==> src/rtl/lsu_m.sv <==
// Memory-stage load/store unit: formats stores, aligns/extends loads, drives a req/ready + rvalid data port.
// Latency: store 3 cycles, load 4+ cycles start-to-done; stall_o holds upstream while REQ/RESP is active.
module lsu_m #(
  parameter int TIMEOUT = 255,
  parameter int TO_W    = 8
) (
  input  logic        clk_i,
  input  logic        rst_i,
  input  logic        valid_M_i,
  input  logic        flush_i,
  input  logic [31:0] aludata_M_i,
  input  logic [31:0] rs2data_M_i,
  input  logic        wren_M_i,
  input  logic [3:0]  lsop_M_i,
  input  logic        lsuns_M_i,
  output logic        dmem_req_o,
  output logic        dmem_we_o,
  output logic [31:0] dmem_addr_o,
  output logic [31:0] dmem_wdata_o,
  output logic [3:0]  dmem_be_o,
  input  logic        dmem_ready_i,
  input  logic        dmem_rvalid_i,
  input  logic [31:0] dmem_rdata_i,
  output logic        stall_o,
  output logic [31:0] lddata_o,
  output logic        done_o,
  output logic        misalign_o,
  output logic        buserr_o
);

  typedef enum logic [1:0] {IDLE, REQ, RESP, DONE} state_t;

  localparam int              TO_LAST_I = (TIMEOUT == 0) ? 0 : TIMEOUT - 1;
  localparam logic [TO_W-1:0] TO_LAST   = TO_W'(TO_LAST_I);

  state_t          state;
  logic [TO_W-1:0] cnt;
  logic [1:0]      sz;
  logic [1:0]      off;
  logic            uns;

  logic            start;
  logic            mis_start;
  logic [31:0]     st_wdata;
  logic [3:0]      st_be;
  logic [7:0]      ld_b;
  logic [15:0]     ld_h;
  logic [31:0]     ld_fmt;
  logic            unused_op;

  assign unused_op = lsop_M_i[3];

  assign start   = (state == IDLE) & valid_M_i & lsop_M_i[2] & ~flush_i & ~rst_i;
  assign stall_o = start | (state == REQ) | (state == RESP);

  always_comb begin
    mis_start = 1'b0;
    st_wdata  = rs2data_M_i;
    st_be     = 4'b1111;
    case (lsop_M_i[1:0])
      2'b00: begin
        st_wdata = {4{rs2data_M_i[7:0]}};
        st_be    = 4'b0001 << aludata_M_i[1:0];
      end
      2'b01: begin
        mis_start = aludata_M_i[0];
        st_wdata  = {2{rs2data_M_i[15:0]}};
        st_be     = 4'b0011 << aludata_M_i[1:0];
      end
      2'b10:   mis_start = |aludata_M_i[1:0];
      default: mis_start = 1'b1;
    endcase
  end

  // Load lane select uses the offset latched at start, not the live address.
  assign ld_b = dmem_rdata_i[{off, 3'b000} +: 8];
  assign ld_h = dmem_rdata_i[{off[1], 4'b0000} +: 16];

  always_comb begin
    case (sz)
      2'b00:   ld_fmt = uns ? {24'b0, ld_b} : {{24{ld_b[7]}}, ld_b};
      2'b01:   ld_fmt = uns ? {16'b0, ld_h} : {{16{ld_h[15]}}, ld_h};
      default: ld_fmt = dmem_rdata_i;
    endcase
  end

  always_ff @(posedge clk_i or posedge rst_i) begin
    if (rst_i) begin
      state        <= IDLE;
      cnt          <= '0;
      sz           <= 2'b00;
      off          <= 2'b00;
      uns          <= 1'b0;
      dmem_req_o   <= 1'b0;
      dmem_we_o    <= 1'b0;
      dmem_addr_o  <= 32'b0;
      dmem_wdata_o <= 32'b0;
      dmem_be_o    <= 4'b0;
      lddata_o     <= 32'b0;
      done_o       <= 1'b0;
      misalign_o   <= 1'b0;
      buserr_o     <= 1'b0;
    end else begin
      done_o <= 1'b0;
      case (state)
        IDLE: begin
          if (start) begin
            sz       <= lsop_M_i[1:0];
            off      <= aludata_M_i[1:0];
            uns      <= lsuns_M_i;
            buserr_o <= 1'b0;
            if (mis_start) begin
              misalign_o <= 1'b1;
              done_o     <= 1'b1;
              state      <= DONE;
            end else begin
              misalign_o   <= 1'b0;
              dmem_req_o   <= 1'b1;
              dmem_we_o    <= wren_M_i;
              dmem_addr_o  <= {aludata_M_i[31:2], 2'b00};
              dmem_wdata_o <= st_wdata;
              dmem_be_o    <= wren_M_i ? st_be : 4'b1111;
              state        <= REQ;
            end
          end
        end
        REQ: begin
          if (dmem_ready_i) begin
            dmem_req_o <= 1'b0;
            if (dmem_we_o) begin
              done_o <= 1'b1;
              state  <= DONE;
            end else begin
              cnt   <= '0;
              state <= RESP;
            end
          end
        end
        RESP: begin
          if (dmem_rvalid_i) begin
            lddata_o <= ld_fmt;
            done_o   <= 1'b1;
            state    <= DONE;
          end else if ((TIMEOUT != 0) && (cnt == TO_LAST)) begin
            buserr_o <= 1'b1;
            lddata_o <= 32'b0;
            done_o   <= 1'b1;
            state    <= DONE;
          end else begin
            cnt <= cnt + 1'b1;
          end
        end
        default: state <= IDLE;
      endcase
    end
  end

endmodule

==> config.mk <==
export PLATFORM = sky130hd
export DESIGN_NAME = lsu_m
export DESIGN_NICKNAME = d
export VERILOG_FILES = /design/src/rtl/lsu_m.sv
export SDC_FILE = /design/constraint.sdc
export NUM_CORES = 1
export LEC_CHECK = 0
export BUFFER_PORTS_ARGS = -buffer_cell sky130_fd_sc_hd__buf_2
export CORE_MARGIN = 8
export CORE_UTILIZATION = 50
export DETAILED_ROUTE_END_ITERATION = 10
export PLACE_DENSITY_LB_ADDON = 0.2
export REMOVE_ABC_BUFFERS = 1
export SLEW_MARGIN = 20
export SYNTH_ARGS = -nofsm -noshare
export SYNTH_HDL_FRONTEND = slang
export SYNTH_SLANG_ARGS = --single-unit
==> constraint.sdc <==
create_clock -name clk_i -period 4.9 [get_ports clk_i]
set_input_delay 0.98 -clock clk_i [delete_from_list [all_inputs] [get_ports clk_i]]
set_output_delay 0.98 -clock clk_i [all_outputs]
set_load 0.02 [all_outputs]
Word level (Yosys, flattened, before mapping)
Index checks and enable logic that the tools add are counted.
{"block": "word_totals", "regBits": 118, "latchBits": 0, "ramBits": 0, "romBits": 0, "input_bits": 108, "elab_cells": 93, "n_memories": 0}
{"block": "classes", "addsub": 1, "n_mul": 0, "div": 0, "order_cmp": 0, "n_eq_ne": 14, "shift": 4, "mux": 36, "bitwise": 9, "n_reduce_logical": 15}
{"operator": "$mux W32", "count": 4}
{"operator": "$pmux W32 S2", "count": 2}
{"operator": "$mux W8", "count": 4}
{"operator": "$shiftx A32 B6 Y16", "count": 1}
{"operator": "$shiftx A32 B6 Y8", "count": 1}
{"operator": "$pmux W8 S2", "count": 1}
{"operator": "$mux W1", "count": 13}
{"operator": "$ne A2 B2 Y1 const B", "count": 6}
{"operator": "$mux W2", "count": 5}
{"operator": "$add A8 B1 Y8 const B", "count": 1}
{"operator": "$eq A8 B8 Y1 const B", "count": 1}
{"operator": "$pmux W4 S2", "count": 1}
{"operator": "$reduce_and A4 Y1", "count": 2}
{"operator": "$reduce_bool A2 Y1", "count": 4}
{"operator": "$eq A2 B1 Y1 const B", "count": 3}
{"operator": "$logic_not A2 Y1", "count": 3}
{"operator": "$pmux W1 S3", "count": 2}
{"operator": "$pmux W2 S3", "count": 1}
{"operator": "$reduce_and A3 Y1", "count": 2}
{"operator": "$reduce_and A5 Y1", "count": 1}
{"operator": "$and A1 B1 Y1", "count": 4}
{"operator": "$eq A2 B2 Y1 const B", "count": 2}
{"operator": "$mux W4", "count": 1}
{"operator": "$pmux W1 S2", "count": 2}
{"operator": "other kinds (8)", "count": 12}

Depth between registers and ports, before layout
Gate-level depths: netlist of run 1.
{"block": "logic_depth", "ltp_word": 7, "depth_mapped": 10}

Worst setup path after synthesis of run 1
Ideal clock, no wire load.
{"block": "synth_timing", "kind": "in2out", "startpoint": "in rst_i", "endpoint": "out stall_o", "arrival_time_ns": 1.686, "t_required_ns": 3.920, "path_slack_ns": 2.234, "stages": 3, "path_buffers": 0, "cell_sequence": "and4bb_2 nand2_1 nand2_1"}
{"block": "synth_via", "elab_chain_cells": 4}
{"item": "start, declared", "line": "8", "source": "input logic rst_i,"}
{"item": "$not A1 Y1", "line": "53", "source": "assign start = (state == IDLE) & valid_M_i & lsop_M_i[2] & ~flush_i & ~rst_i;"}
{"item": "$and A1 B1 Y1", "line": "53"}
{"item": "$or A1 B1 Y1 (2 in series)", "line": "54", "source": "assign stall_o = start | (state == REQ) | (state == RESP);"}
{"item": "end, declared", "line": "24", "source": "output logic stall_o,"}
No other way between the ends.

Worst setup path in the final report of run 1
Same ends and word-level chain as after synthesis.

==> results of run 1 <==
[worst min-delay path by stage]
stage,end,cells after the start,from
finish,dmem_wdata_o[15]$_DFFE_PP0P_,2,dmem_wdata_o[15]$_DFFE_PP0P_
global placement,dmem_wdata_o[28]$_DFFE_PP0P_,2,dmem_wdata_o[28]$_DFFE_PP0P_
CTS,dmem_wdata_o[9]$_DFFE_PP0P_,2,dmem_wdata_o[9]$_DFFE_PP0P_
floorplan,cnt[7]$_DFFE_PP0P_,2,cnt[7]$_DFFE_PP0P_
global route,lddata_o[1]$_DFFE_PP0P_,1,lddata_o[1]$_DFFE_PP0P_
detailed placement,dmem_wdata_o[15]$_DFFE_PP0P_,2,dmem_wdata_o[15]$_DFFE_PP0P_
[critical path, stage by stage]
cell,delay (ns)
buf_2,0.12
and4bb_2,0.36
nand2_1,0.25
nand2_1,0.15
buf_2,0.18
[cell type report]
cell class	instances	area, um^2
inverters	17	66.3
multi-input cells	334	2530
repair buffers	215	1100
clock buffers	24	482
flip-flops and latches	118	2950
clock inverters	8	145
fillers	904	3870
well taps	143	179
[placed cells by master, fill, tap and decap left out, types with 3 or more instances in the layout]
master     Yosys  layout
buf_2         12     210
dfrtp_1      118     118
nand2_1       48      48
mux2_2        46      46
mux2i_1       34      34
o21ai_0       29      29
a21oi_1       25      25
a221o_1       23      23
nor2_1        22      22
clkbuf_16      0      17
inv_1         16      15
nand2b_1      11      11
o22ai_1        8       8
a22o_1         8       8
nand3_1        7       7
a221oi_1       7       7
a32oi_1        7       7
ha_1           6       6
nor2b_1        6       5
o31ai_1        4       4
o22a_1         4       4
clkbuf_1      15       4
bufinv_16      0       4
buf_4          6       4
clkbuf_8       0       3
[through the flow]
stage / setup WS, ns / hold slack [ns] / utilization [%] / power [mW]
floorplan: 0.791 / 0.531 / - / 2.94
global placement: 1.86 / 0.458 / 60.3 / 3.61
finish: 1.88 / 0.478 / 65.8 / 4.99
CTS: 1.87 / 0.485 / 65.8 / 5.03
detailed placement: 1.83 / 0.472 / 60.3 / 3.69
global route: 1.80 / 0.503 / 65.8 / 5.27
[report_power, final]
part           internal, mW  switching, mW
clock network         0.890          0.427
logic                 0.786           1.20
registers              1.39          0.300
[per-layer routing]
metal  track usage (%)  wire (um)
met2              34.7       7710
met5                 0          0
met1              24.3       6150
met4              7.90        329
met3              9.86       1870
[sequential cells by signal, summed over array words and instances (netlist names), 2 cells and up]
signal        count
sz                2
dmem_wdata_o     32
cnt               8
state             2
dmem_addr_o      30
off               2
lddata_o         32
dmem_be_o         4
[kinds of logic (layout without fill, tap and decap cells)]
group | Yosys count | in the layout | share of synthesized area [%]
buf+inv | 56 | 264 | 4.96
compound gates | 130 | 130 | 16.4
flops | 118 | 118 | 51.3
fa+ha+maj | 6 | 6 | 1.31
simple gates | 114 | 114 | 10.3
mux | 82 | 82 | 15.6
other cells | 1 | 2 | 0.0652
==> results.toml, run 1 <==
[sta]
tns_ns = 0
post-route-period-util_pct = 61.6
worst_slew_pin_slew_ns = 0.986
setup_viol = 0
finalMaxSlewViolations = 0
maxSlewHeadroom_pct = 33.7
hold_violations = 0
finClkSkew_ns = 0.00666
post-route-min-period_ns = 3.02
rsz0062_at_grt = "no"
clock.fmax_mhz = 332

[finish]
fin_cells = 859
diodes = 0
final_area_um2 = 7450
nets = 817
areaGrowthSynthToFinish_pct = 29.6
drive_above_1_share_pct = 42.7

[synthesis]
synth_largest_area_cell = "dfrtp_1"
yosysMostFrequentCell = "dfrtp_1"
synth.avg_cell_area_um2 = 11.3
yosys-top-cells-area = "dfrtp_1 51%, mux2_2 9.0%, mux2i_1 5.9%"
synth_edf_count = 0
synth_area_um2 = 5750
synth-async-reset-ratio_pct = 100
syn_inst = 507
ys_seq_area_share_pct = 51.3
ys_types = 56
netlist_top_cells_count = "118 x dfrtp_1, 48 x nand2_1, 46 x mux2_2, 34 x mux2i_1, 29 x o21ai_0"
yosys_register_bits = 118
ys_warn_count = 0
synth_top_area_share_pct = 51.3
synth_ff_type = "dfrtp_1"

[drt]
drt_iter0_markers = 376
ant_nets = 0
routed_wl_um = 16100
drtPass1Iterations = 5
vias_per_cell = 5.66
vias = 4866
routedWlPerCell_um = 18.7
drc = 0

[pwr]
power.density_nw_per_um2 = 669
vdd_drop_max_mv = 0.440
power_leakage_nw = 3.81

[grt]
grt_pass1_wl_um = 25500
grt_pass1_vias = 5153
track_usage_pct = 21.4
overflow = 0
antenna_found_initial = 0
grt_max_degree = 77

[clocking]
cts_hold_buf = 0
post-cts-setup-buffers = 0
cts-resized-gates = 0
clk_path_buf_depth = 2
cts_buffers = 17
tritoncts = "yes"
clockRootBuffer = "clkbuf_16"
clk_pin_slew_worst_paths_ns = 0.05
clk_latency_ns = 0.41
cts.sinks = 118
htreeDepth = 4

[placed_design]
dp_hpwl_um = 11600
port_buffers = 210
gp_congestion = 0.833
placed_area_um2 = 6830
post-place-cells = 827

[die]
die_w_um = 123
rows = 39
start_util_pct = 50.8
core_um2 = 11300
pin_count = 214
die_area_um2 = 15200
dieHeight_um = 123

[setup_path]
critPathKind = "in2out"
arrival_ns = 2.04
r2r_cells = 5
start_kind = "input port"
timing.critical_path.required_ns = 3.92
cp-startpoint = "rst_i"
cp-end-kind = "output port"
cp-endpoint = "stall_o"
crit_path_max_fanout = 10
r2r_end = "lddata_o[31]$_DFFE_PP0P_"
r2r_setup_slack_ns = 2.62
rr_startpoint = "state[0]$_DFFE_PP0P_"

[run]
cap_violations = 0

[run_status]
run_status = "complete, no violations"

[min_path]
hp-class = "reg2reg"
No activity file was read; power rests on OpenSTA's default activity.
==> run 2, diff against run 1 <==
- ABC_AREA: unset -> 1
- clock period: 4.9 -> 3.1 ns (I/O delays scaled with it)
==> run 2 against run 1 <==
Compared with the run above: worst setup slack got worse by 1.4 ns; combinational power grew 68%; worst hold slack got worse by 0.13 ns; largest cell class unchanged; sequential share of layout area is 0.26 points lower.
==> results.toml, run 2 <==
[run_status]
run_status = "complete, no violations"

[finish]
final_common_cell = "nand2_1"
drive_above_1_share_pct = 29.1
final_area_um2 = 7500
largestRegisters = "dmem_wdata_o (32), lddata_o (32), dmem_addr_o (30)"
diodes = 0
areaGrowthSynthToFinish_pct = 27.1
most-common-layout-cells = "318 x nand2_1, 210 x buf_2, 118 x dfrtp_1"
nets = 1078

[pwr]
power_leakage_nw = 4.37
vdd_drop_max_mv = 0.648
power.density_nw_per_um2 = 1030

[synthesis]
synth_largest_area_cell = "dfrtp_1"
ys_types = 35
netlist_top_cells_count = "318 x nand2_1, 118 x dfrtp_1, 59 x o21ai_0, 47 x a21oi_1, 45 x inv_1"
yosysMostFrequentCell = "nand2_1"
yosys-top-cells-area = "dfrtp_1 50%, nand2_1 20%, o21ai_0 5.0%"
ys_seq_area_share_pct = 50.0
syn_inst = 765
synth.avg_cell_area_um2 = 7.72
synth_area_um2 = 5910
synth-async-reset-ratio_pct = 100
synth_top_area_share_pct = 50.0
yosys_register_bits = 118
synth_ff_type = "dfrtp_1"
ys_warn_count = 0
synth_edf_count = 0

[drt]
ant_nets = 0
drt_iter0_markers = 386
vias_per_cell = 4.95
drtPass1Iterations = 5
routedWlPerCell_um = 14.9
drc = 0
routed_wl_um = 16600
vias = 5532

[setup_path]
cp-startpoint = "state[0]$_DFFE_PP0P_"
r2r_cells = 8
cp-end-kind = "output port"
r2r_end = "dmem_be_o[1]$_DFFE_PP0P_"
critPathSlowestCell = "nand4_1"
r2r_setup_slack_ns = 0.72
rr_startpoint = "state[0]$_DFFE_PP0P_"
start_kind = "flop"
cp-endpoint = "stall_o"
arrival_ns = 1.99
timing.critical_path.required_ns = 2.48
path_cells = "inv_1 -> ha_1 -> nand4_1 -> nand3_1 -> buf_2"
critPathKind = "reg2out"
slowest_delay_ns = 0.42
crit_path_max_fanout = 12

[sta]
finClkSkew_ns = 0.00735
finalMaxSlewViolations = 0
worst_slew_pin_slew_ns = 0.646
setup_viol = 0
hold_ws_ns = 0.349
hold_violations = 0
clock.fmax_mhz = 384
rsz0062_at_grt = "no"
post-route-min-period_ns = 2.61
maxSlewHeadroom_pct = 56.9
post-route-period-util_pct = 84.0

[clocking]
htreeDepth = 4
tritoncts = "yes"
cts_buffers = 17
clk_pin_slew_worst_paths_ns = 0.05
cts-resized-gates = 0
post-cts-setup-buffers = 0
cts.sinks = 118
clk_path_buf_depth = 2
clk_latency_ns = 0.42
cts_hold_buf = 0
clockRootBuffer = "clkbuf_16"

[placed_design]
gp_congestion = 0.812
dp_hpwl_um = 11900
port_buffers = 210
placed_area_um2 = 6960

[grt]
grt_pass1_vias = 5483
antenna_found_initial = 0
track_usage_pct = 21.5
grt_pass1_wl_um = 27400
grt_max_degree = 119
overflow = 0

[die]
die_area_um2 = 15500
core_um2 = 11500
pin_count = 214
dieHeight_um = 125
start_util_pct = 51.5
die_w_um = 125
rows = 39

[min_path]
hp-class = "in2async"

[run]
cap_violations = 0
run 2: cell count changes after synthesis, moves of 20 or more:
cell	delta
mux2i_1	-33
inv_1	+29
a221o_1	-23
nand3_1	+30
mux2_2	-46
nand2_1	+270
o21ai_0	+30
nor2_1	+20
a21oi_1	+22
run 2: worst max-delay path, delay by kind of cell (launching register included):
kind,cells,cell delay (ns)
simple gates,2,0.61
flops,1,0.40
buf+inv,2,0.30
fa+ha+maj,1,0.27
run 2: metrics by stage:
step | std cells | worst slack, ns | util [%] | TNS [ns] | power, mW
after CTS | 1117 | 0.452 | 65.4 | 0 | 7.78
after floorplan | 729 | -0.649 | - | -76.60 | 4.72
final | 1117 | 0.495 | 65.4 | 0 | 7.70
after global placement | 1088 | 0.722 | 60.7 | 0 | 5.85
after global routing | 1117 | 0.319 | 65.4 | 0 | 8.25
after detailed placement | 1088 | 0.651 | 60.7 | 0 | 5.91
run 2: cell type report:
cell class / instances / area (um^2)
clock buffers: 20 / 467
clock inverters: 9 / 80.1
fillers: 1018 / 3960
inverters: 52 / 203
multi-input cells: 559 / 2510
flip-flops and latches: 118 / 2950
well taps: 143 / 179
repair buffers: 216 / 1110
run 2: metal layers:
metal	GRT usage (%)	vias to the layer above	wire (um)
met5	0	-	0
met4	6.02	0	223
met3	10.6	19	1660
met2	33.7	209	7690
met1	25.6	2490	7030
li1	-	2814	-
run 2: report_power, final:
part / switching [mW] / leakage (nW) / internal (mW)
clock: 0.678 / 0.273 / 1.14
combinational: 2.27 / 2.55 / 1.06
sequential: 0.372 / 1.54 / 2.18
run 2: kinds of logic (layout without fill, tap and decap cells):
logic type               count (synthesis)  after routing  synth area share (%)
other                                    1              2                0.0635
adder cells (fa/ha/maj)                  6              6                  1.27
AO/OA/AOI/OAI                          118            118                  10.3
XOR/XNOR                                 1              1                 0.148
flip-flops                             118            118                  50.0
multiplexers                             1              1                 0.169
buffers and inverters                   89            297                  7.50
AND/OR/NAND/NOR                        431            431                  30.6
run 2: worst min-delay path by stage:
| stage | from | endpoint | slack, ns | cells past startpoint |
|---|---|---|---|---|
| finish | rst_i | cnt[6]$_DFFE_PP0P_ | 0.35 | 3 |
| global route | aludata_M_i[8] | dmem_addr_o[8]$_DFFE_PP0P_ | 0.39 | 3 |
| CTS | aludata_M_i[18] | dmem_addr_o[18]$_DFFE_PP0P_ | 0.38 | 3 |
| detailed placement | dmem_req_o$_DFFE_PP0P_ | dmem_req_o$_DFFE_PP0P_ | 0.45 | 2 |
| global placement | dmem_req_o$_DFFE_PP0P_ | dmem_req_o$_DFFE_PP0P_ | 0.45 | 2 |
| floorplan | sz[0]$_DFFE_PP0P_ | sz[0]$_DFFE_PP0P_ | 0.47 | 2 |
==> run 3, diff against run 2 <==
- clock period: 3.1 -> 2.65 ns (I/O delays scaled with it)
==> run 3 against run 2 <==
Compared with the run above: flip-flop and latch count is the same; worst hold slack lost 0.30 ns; critical path type unchanged; clock power grew 25%; sequential power grew 18%; highest routed layer unchanged; via count grew 0.81%; global-route usage grew 0.51 points; clock-buffer cell count is the same; cell count grew 0.27%; clock skew grew 0.0026 ns.
==> results.toml, run 3 (synthesized netlist as in run 2, its figures left out) <==
[sta]
rsz0062_at_grt = "no"
maxSlewHeadroom_pct = 56.5
hold_violations = 0
clock.fmax_mhz = 413
setup_viol = 0
tns_ns = 0
hold_ws_ns = 0.0542
worst_slew_pin_slew_ns = 0.652
post-route-period-util_pct = 91.4
fin_ws_ns = 0.229
finalMaxSlewViolations = 0
finClkSkew_ns = 0.00992
post-route-min-period_ns = 2.42

[finish]
fill_cells = 1031
nets = 1080
most-common-layout-cells = "318 x nand2_1, 210 x buf_2, 118 x dfrtp_1"
fin_cells = 1120
final_area_um2 = 7560
diodes = 0
largestRegisters = "dmem_wdata_o (32), lddata_o (32), dmem_addr_o (30)"
areaGrowthSynthToFinish_pct = 28.1
final_common_cell = "nand2_1"
drive_above_1_share_pct = 29.1
utilization_pct = 65.9

[run]
cap_violations = 0

[grt]
antenna_found_initial = 0
grt_max_degree = 69
grt_pass1_vias = 5581
overflow = 0
grt_pass1_wl_um = 27900
track_usage_pct = 22.0

[setup_path]
critical_path_buf_inv_count = 3
slowest_delay_ns = 0.48
crit_path_max_fanout = 13
r2r_end = "dmem_addr_o[13]$_DFFE_PP0P_"
arrival_ns = 1.89
timing.critical_path.required_ns = 2.12
cp_top_family = "buffers and inverters"
path_common_cell = "inv_1"
r2r_setup_slack_ns = 0.52
start_kind = "flop"
cp-end-kind = "output port"
path_cells = "inv_1 -> ha_1 -> inv_1 -> nand3_1 -> buf_2"
critPathKind = "reg2out"
r2r_cells = 8
critPathSlowestCell = "ha_1"
rr_startpoint = "state[0]$_DFFE_PP0P_"

[pwr]
vdd_drop_max_mv = 0.839
power.density_nw_per_um2 = 1210
p_total_mw = 9.16
power_leakage_nw = 4.40

[clocking]
cts_buffers = 17
clockRootBuffer = "clkbuf_16"
cts_hold_buf = 0
clk_path_buf_depth = 2
clk_latency_ns = 0.42
tritoncts = "yes"
cts-resized-gates = 0
clk_pin_slew_worst_paths_ns = 0.06
cts.sinks = 118
htreeDepth = 4
post-cts-setup-buffers = 0

[die]
die_w_um = 125
start_util_pct = 51.5
rows = 39
die_area_um2 = 15500
dieHeight_um = 125
pin_count = 214
core_um2 = 11500

[drt]
drtPass1Iterations = 5
vias_per_cell = 4.98
drc = 0
routed_wl_um = 16900
drt_iter0_markers = 471
routedWlPerCell_um = 15.1
vias = 5577
ant_nets = 0

[placed_design]
post-place-cells = 1090
dp_hpwl_um = 12200
gp_congestion = 0.811
placed_area_um2 = 6980
port_buffers = 210
pre_cts_ws_ns = 0.519

[min_path]
hp-class = "in2async"

[run_status]
run_status = "complete, no violations"
[run 3: how the worst max path moves through the flow]
stage	from	cells after the start	to	slack [ns]
2_1_floorplan	rst_i	1	buserr_o$_DFFE_PP0P_	-1.01
3_3_place_gp	state[0]$_DFFE_PP0P_	8	dmem_be_o[2]$_DFFE_PP0P_	0.56
3_5_place_dp	state[1]$_DFFE_PP0P_	8	dmem_be_o[2]$_DFFE_PP0P_	0.52
4_1_cts	state[0]$_DFFE_PP0P_	5	stall_o	0.19
5_1_grt	state[0]$_DFFE_PP0P_	5	stall_o	0.11
6_report	state[0]$_DFFE_PP0P_	5	stall_o	0.23
[run 3: power breakdown]
part           internal [mW]  switching, mW  total [mW]
registers               2.55          0.457        3.00
clock network           1.48          0.787        2.27
logic                   1.25           2.64        3.89
total                   5.27           3.88        9.16
[run 3: routing by layer]
metal | share of wire, % | GRT usage (%) | vias up
li1 | - | - | 2810
met1 | 41 | 25.6 | 2549
met2 | 48 | 35.5 | 201
met3 | 9.7 | 9.70 | 17
met4 | 1.3 | 7.51 | 0
met5 | 0 | 0 | -
[run 3: area by class of cell]
cell class	instances	area (um^2)	share of cell area, %
Clock buffer	20	447	5.91
Clock inverter	10	131	1.74
Inverter	52	203	2.68
Multi-Input combinational cell	559	2510	33.2
Sequential cell	118	2950	39.0
Tap cell	143	179	2.37
Timing Repair Buffer	218	1140	15.0
